File: config.mk
export PLATFORM = sky130hd
export DESIGN_NAME = iobus_mailbox
export DESIGN_NICKNAME = d
export VERILOG_FILES = /design/src/rtl/iobus_mailbox_pkg.sv /design/src/rtl/iobus_mailbox_if.sv /design/src/rtl/iobus_mailbox_fifo.sv /design/src/rtl/iobus_mailbox.sv
export SDC_FILE = /design/constraint.sdc
export NUM_CORES = 1
export LEC_CHECK = 0
export BUFFER_PORTS_ARGS = -buffer_cell sky130_fd_sc_hd__buf_4
export CORE_AREA = 2 2 198 200
export DETAILED_ROUTE_END_ITERATION = 10
export DIE_AREA = 0 0 200 202
export PLACE_DENSITY_LB_ADDON = 0.15
export SLEW_MARGIN = 5
export SYNTH_ARGS = -nofsm -noshare
export SYNTH_HDL_FRONTEND = slang
export SYNTH_SLANG_ARGS = --single-unit
export TNS_END_PERCENT = 50
File: constraint.sdc
create_clock -name i_clk -period 6.3 [get_ports i_clk]
set_input_delay 0.945 -clock i_clk [delete_from_list [all_inputs] [get_ports i_clk]]
set_output_delay 0.945 -clock i_clk [all_outputs]
set_load 0.02 [all_outputs]
File: src/rtl/iobus_mailbox_pkg.sv
// Shared constants for the IO-bus mailbox: register byte offsets, STATUS/CTRL
// bit positions and the address decoder used by the top level.
package iobus_mailbox_pkg;

    localparam int DATA_W = 32;

    localparam logic [31:0] OFS_DATA   = 32'h0000_0000;
    localparam logic [31:0] OFS_STATUS = 32'h0000_0004;
    localparam logic [31:0] OFS_CTRL   = 32'h0000_0008;

    localparam int ST_EMPTY     = 0;
    localparam int ST_FULL      = 1;
    localparam int ST_OVERFLOW  = 2;
    localparam int ST_DONE      = 3;
    localparam int ST_COUNT_LSB = 8;

    localparam int CTRL_OVF_CLR = 0;
    localparam int CTRL_DONE    = 1;
    localparam int CTRL_IRQ_EN  = 2;

    typedef enum logic [1:0] {
        REG_NONE,
        REG_DATA,
        REG_STATUS,
        REG_CTRL
    } reg_sel_e;

    // Works on word addresses so the byte lane bits never take part in the match
    function automatic reg_sel_e decodeReg(input logic [29:0] wordAddr,
                                           input logic [29:0] baseWord);
        logic [29:0] ofs;
        reg_sel_e    sel;
        ofs = wordAddr - baseWord;
        sel = REG_NONE;
        if (ofs == OFS_DATA[31:2])        sel = REG_DATA;
        else if (ofs == OFS_STATUS[31:2]) sel = REG_STATUS;
        else if (ofs == OFS_CTRL[31:2])   sel = REG_CTRL;
        return sel;
    endfunction

endpackage

File: src/rtl/iobus_mailbox_if.sv
// Push/pop handshake between the mailbox register block (master) and its FIFO
// storage (slave), including the occupancy the STATUS register reports.
interface iobus_mailbox_if
    import iobus_mailbox_pkg::*;
#(
    parameter int DEPTH = 16
);
    logic                     push;
    logic [DATA_W-1:0]        pushData;
    logic                     pop;
    logic                     valid;
    logic [DATA_W-1:0]        head;
    logic                     full;
    logic                     empty;
    logic [$clog2(DEPTH):0]   count;

    modport master (
        output push, pushData, pop,
        input  valid, head, full, empty, count
    );

    modport slave (
        input  push, pushData, pop,
        output valid, head, full, empty, count
    );
endinterface

File: src/rtl/iobus_mailbox_fifo.sv
// Mailbox FIFO storage with extra-MSB read/write pointers so full and empty
// are told apart without a separate occupancy counter.
module mailbox_fifo
    import iobus_mailbox_pkg::*;
#(
    parameter int DEPTH = 16
) (
    input  logic              i_clk,
    input  logic              i_rst,
    iobus_mailbox_if.slave    fifoIo
);
    localparam int AW = $clog2(DEPTH);

    logic [DATA_W-1:0] mem [DEPTH];
    logic [AW:0]       wptr_q, wptr_d;
    logic [AW:0]       rptr_q, rptr_d;
    logic              doPush;
    logic              doPop;

    assign fifoIo.empty = (wptr_q == rptr_q);
    assign fifoIo.full  = (wptr_q[AW] != rptr_q[AW]) && (wptr_q[AW-1:0] == rptr_q[AW-1:0]);
    assign fifoIo.count = wptr_q - rptr_q;
    assign fifoIo.valid = !fifoIo.empty;
    assign fifoIo.head  = fifoIo.empty ? '0 : mem[rptr_q[AW-1:0]];

    // A full FIFO still takes a push when the head leaves in the same cycle
    assign doPop  = fifoIo.pop && !fifoIo.empty;
    assign doPush = fifoIo.push && (!fifoIo.full || doPop);

    always_comb begin
        wptr_d = doPush ? wptr_q + (AW+1)'(1) : wptr_q;
        rptr_d = doPop  ? rptr_q + (AW+1)'(1) : rptr_q;
    end

    always_ff @(posedge i_clk or posedge i_rst) begin
        if (i_rst) begin
            wptr_q <= '0;
            rptr_q <= '0;
        end else begin
            wptr_q <= wptr_d;
            rptr_q <= rptr_d;
        end
    end

    always_ff @(posedge i_clk) begin
        if (doPush) begin
            mem[wptr_q[AW-1:0]] <= fifoIo.pushData;
        end
    end

endmodule

File: src/rtl/iobus_mailbox.sv
// IO-bus mailbox: firmware pushes words through DATA, a host drains them; STATUS
// and CTRL carry sticky done/overflow flags. IOBUS_MAILBOX_IRQ_EN adds o_irq.
module iobus_mailbox
    import iobus_mailbox_pkg::*;
#(
    parameter logic [31:0] BASE_ADDR = 32'h0001_0000,
    parameter int          DEPTH     = 16
) (
    input  logic        i_clk,
    input  logic        i_rst,
    input  logic        i_iobus_re,
    input  logic        i_iobus_we,
    input  logic [3:0]  i_iobus_sel,
    input  logic [31:0] i_iobus_addr,
    input  logic [31:0] i_iobus_data,
    output logic [31:0] o_iobus_data,
    output logic        o_host_valid,
    output logic [31:0] o_host_data,
    input  logic        i_host_ready,
    output logic        o_done,
    output logic        o_overflow
`ifdef IOBUS_MAILBOX_IRQ_EN
    ,
    output logic        o_irq
`endif
);
    localparam int CW = $clog2(DEPTH) + 1;

    iobus_mailbox_if #(.DEPTH(DEPTH)) fifoBus ();

    mailbox_fifo #(.DEPTH(DEPTH)) u_fifo (
        .i_clk  (i_clk),
        .i_rst  (i_rst),
        .fifoIo (fifoBus.slave)
    );

    reg_sel_e    regSel;
    logic        pushReq;
    logic        popReq;
    logic        dropPush;
    logic        ctrlWrite;
    logic [31:0] pushWord;
    logic [31:0] statusWord;
    logic [31:0] rdata_q, rdata_d;
    logic        done_q, done_d;
    logic        overflow_q, overflow_d;
    logic        irqEn_q, irqEn_d;
    logic        unused_addr_bits;

    assign unused_addr_bits = ^i_iobus_addr[1:0];
    assign regSel    = decodeReg(i_iobus_addr[31:2], BASE_ADDR[31:2]);
    assign pushReq   = i_iobus_we && (regSel == REG_DATA);
    assign popReq    = fifoBus.valid && i_host_ready;
    assign dropPush  = pushReq && fifoBus.full && !popReq;
    assign ctrlWrite = i_iobus_we && (regSel == REG_CTRL) && i_iobus_sel[0];

    always_comb begin
        pushWord = '0;
        for (int b = 0; b < 4; b++) begin
            pushWord[8*b +: 8] = i_iobus_sel[b] ? i_iobus_data[8*b +: 8] : 8'h00;
        end
    end

    assign fifoBus.push     = pushReq;
    assign fifoBus.pushData = pushWord;
    assign fifoBus.pop      = popReq;

    // A drop in the same cycle as an overflow-clear leaves the flag set
    always_comb begin
        done_d     = done_q;
        overflow_d = overflow_q;
        irqEn_d    = irqEn_q;
        if (ctrlWrite) begin
            done_d  = done_q | i_iobus_data[CTRL_DONE];
            irqEn_d = i_iobus_data[CTRL_IRQ_EN];
            if (i_iobus_data[CTRL_OVF_CLR]) overflow_d = 1'b0;
        end
        if (dropPush) overflow_d = 1'b1;
    end

    always_comb begin
        statusWord                          = '0;
        statusWord[ST_COUNT_LSB +: CW]      = fifoBus.count;
        statusWord[ST_DONE]                 = done_q;
        statusWord[ST_OVERFLOW]             = overflow_q;
        statusWord[ST_FULL]                 = fifoBus.full;
        statusWord[ST_EMPTY]                = fifoBus.empty;
    end

    // Read data comes from pre-edge state, so a same-cycle write is not visible
    always_comb begin
        rdata_d = '0;
        if (i_iobus_re) begin
            case (regSel)
                REG_STATUS: rdata_d = statusWord;
                REG_CTRL:   rdata_d[CTRL_IRQ_EN] = irqEn_q;
                default:    rdata_d = '0;
            endcase
        end
    end

    always_ff @(posedge i_clk or posedge i_rst) begin
        if (i_rst) begin
            rdata_q    <= '0;
            done_q     <= 1'b0;
            overflow_q <= 1'b0;
            irqEn_q    <= 1'b0;
        end else begin
            rdata_q    <= rdata_d;
            done_q     <= done_d;
            overflow_q <= overflow_d;
            irqEn_q    <= irqEn_d;
        end
    end

    assign o_iobus_data = rdata_q;
    assign o_host_valid = fifoBus.valid;
    assign o_host_data  = fifoBus.head;
    assign o_done       = done_q;
    assign o_overflow   = overflow_q;

`ifdef IOBUS_MAILBOX_IRQ_EN
    logic irq_q;

    always_ff @(posedge i_clk or posedge i_rst) begin
        if (i_rst) irq_q <= 1'b0;
        else       irq_q <= irqEn_q && fifoBus.empty;
    end

    assign o_irq = irq_q;
`endif

endmodule

## After elaboration in Yosys (flattened, before gate mapping)

Memories as Yosys holds them, arrays and structs flattened.
Cells that the tools add are included.
W data, S select, Z words.

- Memories: 1
- Bits in registers: 45
- Memory bits (writable): 512
- Output and inout port bits: 67

Memories:

| memory | words | width | read ports | clocked after memory_dff | write ports | RTL line | source |
|---|---|---|---|---|---|---|---|
| u_fifo.mem | 16 | 32 | 1 | 0 | 1 | iobus_mailbox_fifo.sv:14 | `logic [DATA_W-1:0] mem [DEPTH];` |

- Add/subtract/negate cells: 4
- Eq/ne operators: 8
- Reductions and logical operators: 17
- Bitwise gates (word level): 1
- Multiplexer cells: 17

Operators with widths:

| kind | number |
|---|---|
| $mux W32 | 1 |
| $mux W8 | 4 |
| $eq A30 B1 Y1 const B | 1 |
| $eq A30 B2 Y1 const B | 1 |
| $logic_not A30 Y1 | 1 |
| $sub A30 B15 Y30 const B | 1 |
| $mux W13 | 1 |
| $add A5 B1 Y5 const B | 2 |
| $mux W10 | 1 |
| $logic_and A1 B1 Y1 | 9 |
| $mux W2 | 4 |
| $eq A5 B5 Y1 | 1 |
| $mux W1 | 5 |
| $sub A5 B5 Y5 | 1 |
| $eq A2 B2 Y1 const B | 2 |
| $eq A4 B4 Y1 | 1 |
| $reduce_bool A2 Y1 | 2 |
| $logic_not A1 Y1 | 3 |
| $eq A2 B1 Y1 const B | 1 |
| $pmux W1 S2 | 1 |
| $reduce_and A2 Y1 | 1 |
| $logic_or A1 B1 Y1 | 1 |
| $ne A1 B1 Y1 | 1 |
| $or A1 B1 Y1 | 1 |

## Logic depth before layout (Yosys ltp)

Gate-level depths: netlist of the first run.

- Depth after elaboration: 11
- Mapped depth: 12
- Depth with buffers taken out: 8

## By module

From an unflattened synthesis of the first run, not the netlist that was laid out.

- Cell total of the unflattened synthesis: 1053
- Area, all modules: 21550.7 sq um

By module, submodules not included:

| module | cells each | seq. area each (sq um) | instances | area each (sq um) |
|---|---|---|---|---|
| mailbox_fifo | 934 | 15625.0 | 1 | 20533.4 |
| iobus_mailbox | 119 | 300.3 | 1 | 1017.2 |

## Least setup slack after synthesis of the first run

OpenSTA, ideal clock, no wires.

- Kind: reg2reg
- From: register u_fifo.rptr_q[1]
- To: memory u_fifo.mem[3][0], enable pin
- Data arrival time: 4.551 ns
- Clock period less this slack: 5.012 ns
- Cell stages (with the launch flop): 11
- Data required time: 5.839 ns
- Buffers on the path: 3
- Slack: 1.288 ns
- Path through: dfrtp_1 > clkbuf_1 > buf_2 > buf_1 > inv_1 > ha_1 > nand4_1 > o311ai_0 > nor4_4 > nand2_1 > nor3_1

- Longest elaborated chain between the ends: 8

Ends and longest elaborated chain:

| element | RTL line | source |
|---|---|---|
| start, declared | iobus_mailbox_fifo.sv:16 | `logic [AW:0] rptr_q, rptr_d;` |
| start signal, assigned | iobus_mailbox_fifo.sv:41 | `rptr_q <= rptr_d;` |
| $eq A5 B5 Y1 | iobus_mailbox_fifo.sv:20 | `assign fifoIo.empty = (wptr_q == rptr_q);` |
| $logic_not A1 Y1 | iobus_mailbox_fifo.sv:23, iobus_mailbox_fifo.sv:27 |  |
| $logic_and A1 B1 Y1 | iobus_mailbox.sv:53 | `assign popReq = fifoBus.valid && i_host_ready;` |
| $logic_and A1 B1 Y1 | iobus_mailbox_fifo.sv:27 | `assign doPop = fifoIo.pop && !fifoIo.empty;` |
| $logic_or A1 B1 Y1 (*) | iobus_mailbox_fifo.sv:28 | `assign doPush = fifoIo.push && (!fifoIo.full \|\| doPop);` |
| $logic_and A1 B1 Y1 (*) | iobus_mailbox_fifo.sv:28 |  |
| $mux W1 (*) | iobus_mailbox_fifo.sv:46 | `if (doPush) begin` |
| $mux W1 (not written as such) (*) | iobus_mailbox_fifo.sv:47 | `mem[wptr_q[AW-1:0]] <= fifoIo.pushData;` |
| end, declared | iobus_mailbox_fifo.sv:14 |  |

Every way passes the cells marked *; elsewhere a longest branch is shown, timed or not.

## Final worst setup path of the first run

- From: register u_fifo.rptr_q[1]
- To: output port o_host_data[16]

- Longest elaborated chain between the ends: 2

Ends and longest elaborated chain:

| element | RTL line | source |
|---|---|---|
| $mem_v2 Z16 W32 or $eq A5 B5 Y1 (tied branches) | -- |  |
| $mux W32 (*) | iobus_mailbox_fifo.sv:24 | `assign fifoIo.head = fifoIo.empty ? '0 : mem[rptr_q[AW-1:0]];` |
| end, declared | iobus_mailbox.sv:18 | `output logic [31:0] o_host_data,` |

Marks and branches as above.

==> metrics, run 1 <==
antenna violations before repair 0; final setup violation count 0; DRT Wirelength 43400 um; CP top delay family buffers and inverters; post-CTS setup buffer count 0; Period minus WS final 4700 ps; Clock Skew ~17 ps; P_leak 7.28 nW; Final Hold Viols 0; Crit Reg-Reg Startpoint u_fifo.rptr_q[2]; Peak Freq 213 MHz; maximum buffer depth of the clock tree 3; RSZ-0062 raised after global routing false; WS Path Type register to output pin; Ys Warns 0; IO Port Bufs 114; Distinct cells, synth 42; Reg-to-Reg End u_fifo.mem[5][14]; Cell Area, Placed approximately 22000 sq um; Post-DP HPWL ~24000 um; storage element area roughly 16000 sq um; worst-case hold slack 495 ps; P&R area growth vs syn 15.6%; setup slack after layout roughly 1600 ps; clock sinks 534; first-pass GRT wire length 64500 um; Pwr Density 402 nW/um^2; WP data required 5350 ps; Ports 140; row count 72; status finished clean; hold buffers post-CTS 0; final net count 1205; post-DR wirelength/cell 25.8 um; Setup crit end o_host_data[16]; ANT cells 0; peak supply drop 0.275 mV; met1 global-route usage 0.321; pins over their slew limit 0; post-CTS sizing 0; Worst setup startpoint u_fifo.rptr_q[1]; CTS Root Cell clkbuf_16; Setup TNS Final 0 ps; synth top area cells edfxtp_1 (74%), mux4_2 (14%), dfrtp_1 (2.7%); Post-synth top cells edfxtp_1 (512), mux4_2 (128), a22oi_1 (64); multi-input logic area 4660 sq um; vias in the first global route 10143; Power, Total roughly 0.0097 W; TritonCTS clock tree built; ys async rst share 0.0412; Synth Register Bits 534; Slowest Stage Delay on Critical Path 950 ps; Period Utilization, post-route 0.746; crit path DAT 3750 ps; Crit. End Element output pin; DP Worst Slack approximately 2100 ps; Levels on crit path 6; gr usage total 0.224; starting density of the core 0.543; pin count of the biggest net entering global routing 114; antenna-violating nets left 0; R2R setup slack 2260 ps; crit path launch type register; Worst Hold Class register to register; met2 usage 0.367; number of synthesized flops with an enable pin 512; GRT met3 Usage 0.0370; starting DRC count in detailed routing 801; share of layout cells above drive strength 1 0.321; Via density 5.94; sequential area share after synthesis 0.767; CP Max Fanout 75; drc violations 0; GRT busiest layer met2; critical-path cell list buf_4 > buf_4 > mux4_2 > a22oi_1 > a21oi_1 > buf_4; crit path max-delay cell type buf_4; dominant cell type by area after synthesis edfxtp_1; total iterations of the first detailed-routing run 6; worst-skew pair later-pin latency 580 ps; reg2reg path depth 8; Mean Syn Cell Area 21.3 sq um; global placement routability congestion 0.716; WP buf/inv 3; area fraction of the dominant cell type after synthesis 0.740; Fill cells around 2700; Die H 202 um; synthesized area 20800 sq um; die footprint 40400 sq um; Max-Cap Viols 0; cells after synthesis 974; clock-pin slew on the worst setup and hold paths roughly 60 ps; Slew HR 0.282; grt ovf 0; most frequent cell after synthesis edfxtp_1; CTS buffer count 53; Design Area, Final 24000 sq um; H-Tree Depth 2; DR vias 9997; top_reg_cell synth edfxtp_1; chip width roughly 200 um; Worst path most repeated cell buf_4; core area 38300 sq um; Worst-Margin Slew 1080 ps
-- layer usage --
| layer | up-vias | wire length [um] |
|---|---|---|
| met4 | 0 | 699 |
| met1 | 5299 | 18100 |
| li1 | 4322 | - |
| met3 | 52 | 2580 |
| met2 | 324 | 22000 |
| met5 | - | 0 |
-- final cells by class --
type | count | share of cell area
sequential | 534 | 0.663
multi-input combinational | 380 | 0.194
clock buffer | 64 | 0.0578
timing repair buffer | 142 | 0.0449
tap | 518 | 0.0270
clock inverter | 35 | 0.0113
inverter | 11 | 0.00172
-- through the flow --
| step | utilization | instances |
|---|---|---|
| after detailed placement | 0.584 | 1585 |
| after floorplan | - | 996 |
| after CTS | 0.627 | 1684 |
| after global routing | 0.627 | 1684 |
| after global placement | 0.584 | 1585 |
| final | 0.627 | 1684 |
-- flip-flops by register name, summed over array words and instances (netlist names) --
register,cells
irqEn_q,1
o_done,1
o_iobus_data,9
o_overflow,1
u_fifo.mem,512
u_fifo.rptr_q,5
u_fifo.wptr_q,5
-- logic make-up after synthesis --
kind of cell,count (synthesis),synth area share
simple gates,98,0.0269
flops,534,0.767
mux,130,0.140
compound gates,106,0.0342
buf+inv,82,0.0199
fa+ha+maj,10,0.00639
xor+xnor,13,0.00584
other cells,1,0.000181
-- power by group --
part	leakage (nW)	internal, W	switching, W
Sequential	4.36	0.00391	0.0000593
Combinational	2.10	0.00122	0.00148
Clock	0.819	0.00173	0.00126
-- worst min-delay path by stage --
stage | from | end | slack, ps | cells past startpoint
6_report | u_fifo.rptr_q[4] | u_fifo.rptr_q[4] | 500 | 1
5_1_grt | u_fifo.rptr_q[4] | u_fifo.rptr_q[4] | 510 | 1
4_1_cts | u_fifo.rptr_q[4] | u_fifo.rptr_q[4] | 500 | 1
3_5_place_dp | u_fifo.rptr_q[4] | u_fifo.rptr_q[4] | 490 | 1
3_3_place_gp | u_fifo.rptr_q[4] | u_fifo.rptr_q[4] | 480 | 1
2_1_floorplan | u_fifo.rptr_q[4] | u_fifo.rptr_q[4] | 470 | 1
-- placed cells by master, fill, tap and decap left out, drive strengths merged, types with 23 or more instances in the layout --
| master | instances |
|---|---|
| a22oi | 64 |
| conb | 23 |
| clkbuf | 64 |
| buf | 142 |
| mux4 | 128 |
| clkinv | 30 |
| and2 | 32 |
| a21oi | 34 |
| nor2 | 24 |
| edfxtp | 512 |
(Power assumes the default switching activity.)
==> run 2: changes to the inputs <==
- CORE_AREA: 2 2 198 200 -> 2 2 200 202
- DIE_AREA: 0 0 200 202 -> 0 0 202 204
- clock period: 6.3 -> 3.8 ns (I/O delays scaled with it)
==> metrics, run 2 (synthesized netlist as in run 1, its figures left out) <==
status finished clean; setup slack after layout 438 ps; Post-DP HPWL 23900 um; final design utilization 0.624; grt ovf 0; Die H 204 um; Peak Freq around 300 MHz; P&R area growth vs syn 17.7%; Max-Cap Viols 0; Worst-Margin Slew 873 ps; total iterations of the first detailed-routing run 5; ANT cells 0; pin count of the biggest net entering global routing 132; WS Path Type register to register; vias in the first global route between 10000 and 15000; peak supply drop about 0.45 mV; Via density a little under 6; WP data required a little over 4000 ps; worst-skew pair later-pin latency around 600 ps; CTS Root Cell clkbuf_16; commonest non-fill, non-tap cell in the layout edfxtp_1; drc violations 0; most frequent cells in the layout edfxtp_1 (512), buf_4 (150), mux4_2 (128); maximum buffer depth of the clock tree 3; final setup violation count 0; first-pass GRT wire length 64900 um; Fill cells 2696; crit path launch type register; number of flip-flops in the largest register 512; Crit. End Element register; core area 39200 sq um; antenna violations before repair 1; DR vias 10118; Ports 140; die footprint 41200 sq um; crit path DAT 3590 ps; chip width 202 um; CTS buffer count 52; P_leak between 7 and 8 nW; Period minus WS final approximately 3400 ps; antenna-violating nets left 0; Setup TNS Final 0 ps; row count 73; Final Hold Viols 0; Pwr Density 671 nW/um^2; gr usage total 0.215; TritonCTS clock tree built; DRT Wirelength 43100 um; share of layout cells above drive strength 1 0.334; starting density of the core 0.530; Slew HR 0.418; Clock Skew around 15 ps; Period Utilization, post-route 0.885; post-DR wirelength/cell 25.2 um; RSZ-0062 raised after global routing false; DP Worst Slack 405 ps; global placement routability congestion 0.730; Worst Hold Class primary input to async pin; pins over their slew limit 0; starting DRC count in detailed routing roughly 750; final net count 1224; H-Tree Depth 2; IO Port Bufs 114; clock-pin slew on the worst setup and hold paths 60 ps; clock sinks 534; worst-case hold slack 175 ps; CP Max Fanout 22
==> run 2: layer usage <==
layer | vias up | track usage | wire length [um]
met4 | 2 | 0.0638 | 850
met1 | 5348 | 0.300 | 18400
met3 | 62 | 0.0365 | 2470
met2 | 341 | 0.355 | 21400
li1 | 4365 | - | -
met5 | - | 0 | 8
==> run 2: area by class of cell <==
cell class | instances | area (sq um) | area share
well taps | 525 | 657 | 0.0269
inverters | 11 | 41.3 | 0.00169
repair buffers | 162 | 1370 | 0.0559
clock inverters | 39 | 403 | 0.0165
clock buffers | 58 | 1370 | 0.0559
flip-flops and latches | 534 | 15900 | 0.652
multi-input cells | 380 | 4680 | 0.191
==> run 2: metrics by stage <==
stage	cell area, sq um	total power, W	std cells
6_report	24400	0.0164	1709
5_1_grt	24400	0.0171	1709
4_1_cts	24400	0.0166	1706
3_5_place_dp	22600	0.0113	1609
3_3_place_gp	22600	0.0113	1609
2_1_floorplan	20900	0.00979	996
==> run 2: final timing paths <==
check | start | to | slack [ps] | depth (start not counted)
hold / removal | i_rst | u_fifo.wptr_q[0] | 180 | 2
setup reg to reg | u_fifo.rptr_q[2] | u_fifo.mem[2][5] | 440 | 8
max in group asynchronous | i_rst | u_fifo.rptr_q[0] | 2990 | 2
setup / recovery | u_fifo.rptr_q[2] | u_fifo.mem[2][5] | 440 | 8
min in group i_clk | i_iobus_re | o_iobus_data[2] | 240 | 2
hold reg to reg | u_fifo.rptr_q[4] | u_fifo.rptr_q[4] | 490 | 1
==> run 2: critical path, stage by stage (launching register included) <==
cell and delay (ps):
dfrtp_1 500, inv_1 180, ha_1 380, nand4_1 150, o311ai_0 230, nor4_4 500, nand2_1 390, nor3_4 230
buf_4 430
==> run 2: power breakdown <==
part	switching (W)	internal, W	total (W)
registers	0.0000455	0.00648	0.00653
logic	0.00253	0.00209	0.00461
clock network	0.00214	0.00313	0.00527
total	0.00471	0.0117	0.0164
==> run 2: repair_timing <==
action / in CTS / in global routing
hold buffers: 0 / 0
setup buffers: 0 / 3
gates resized for setup: 0 / 0
endpoints found under the setup margin: 0 / 9
hold endpoints to repair: 0 / 0
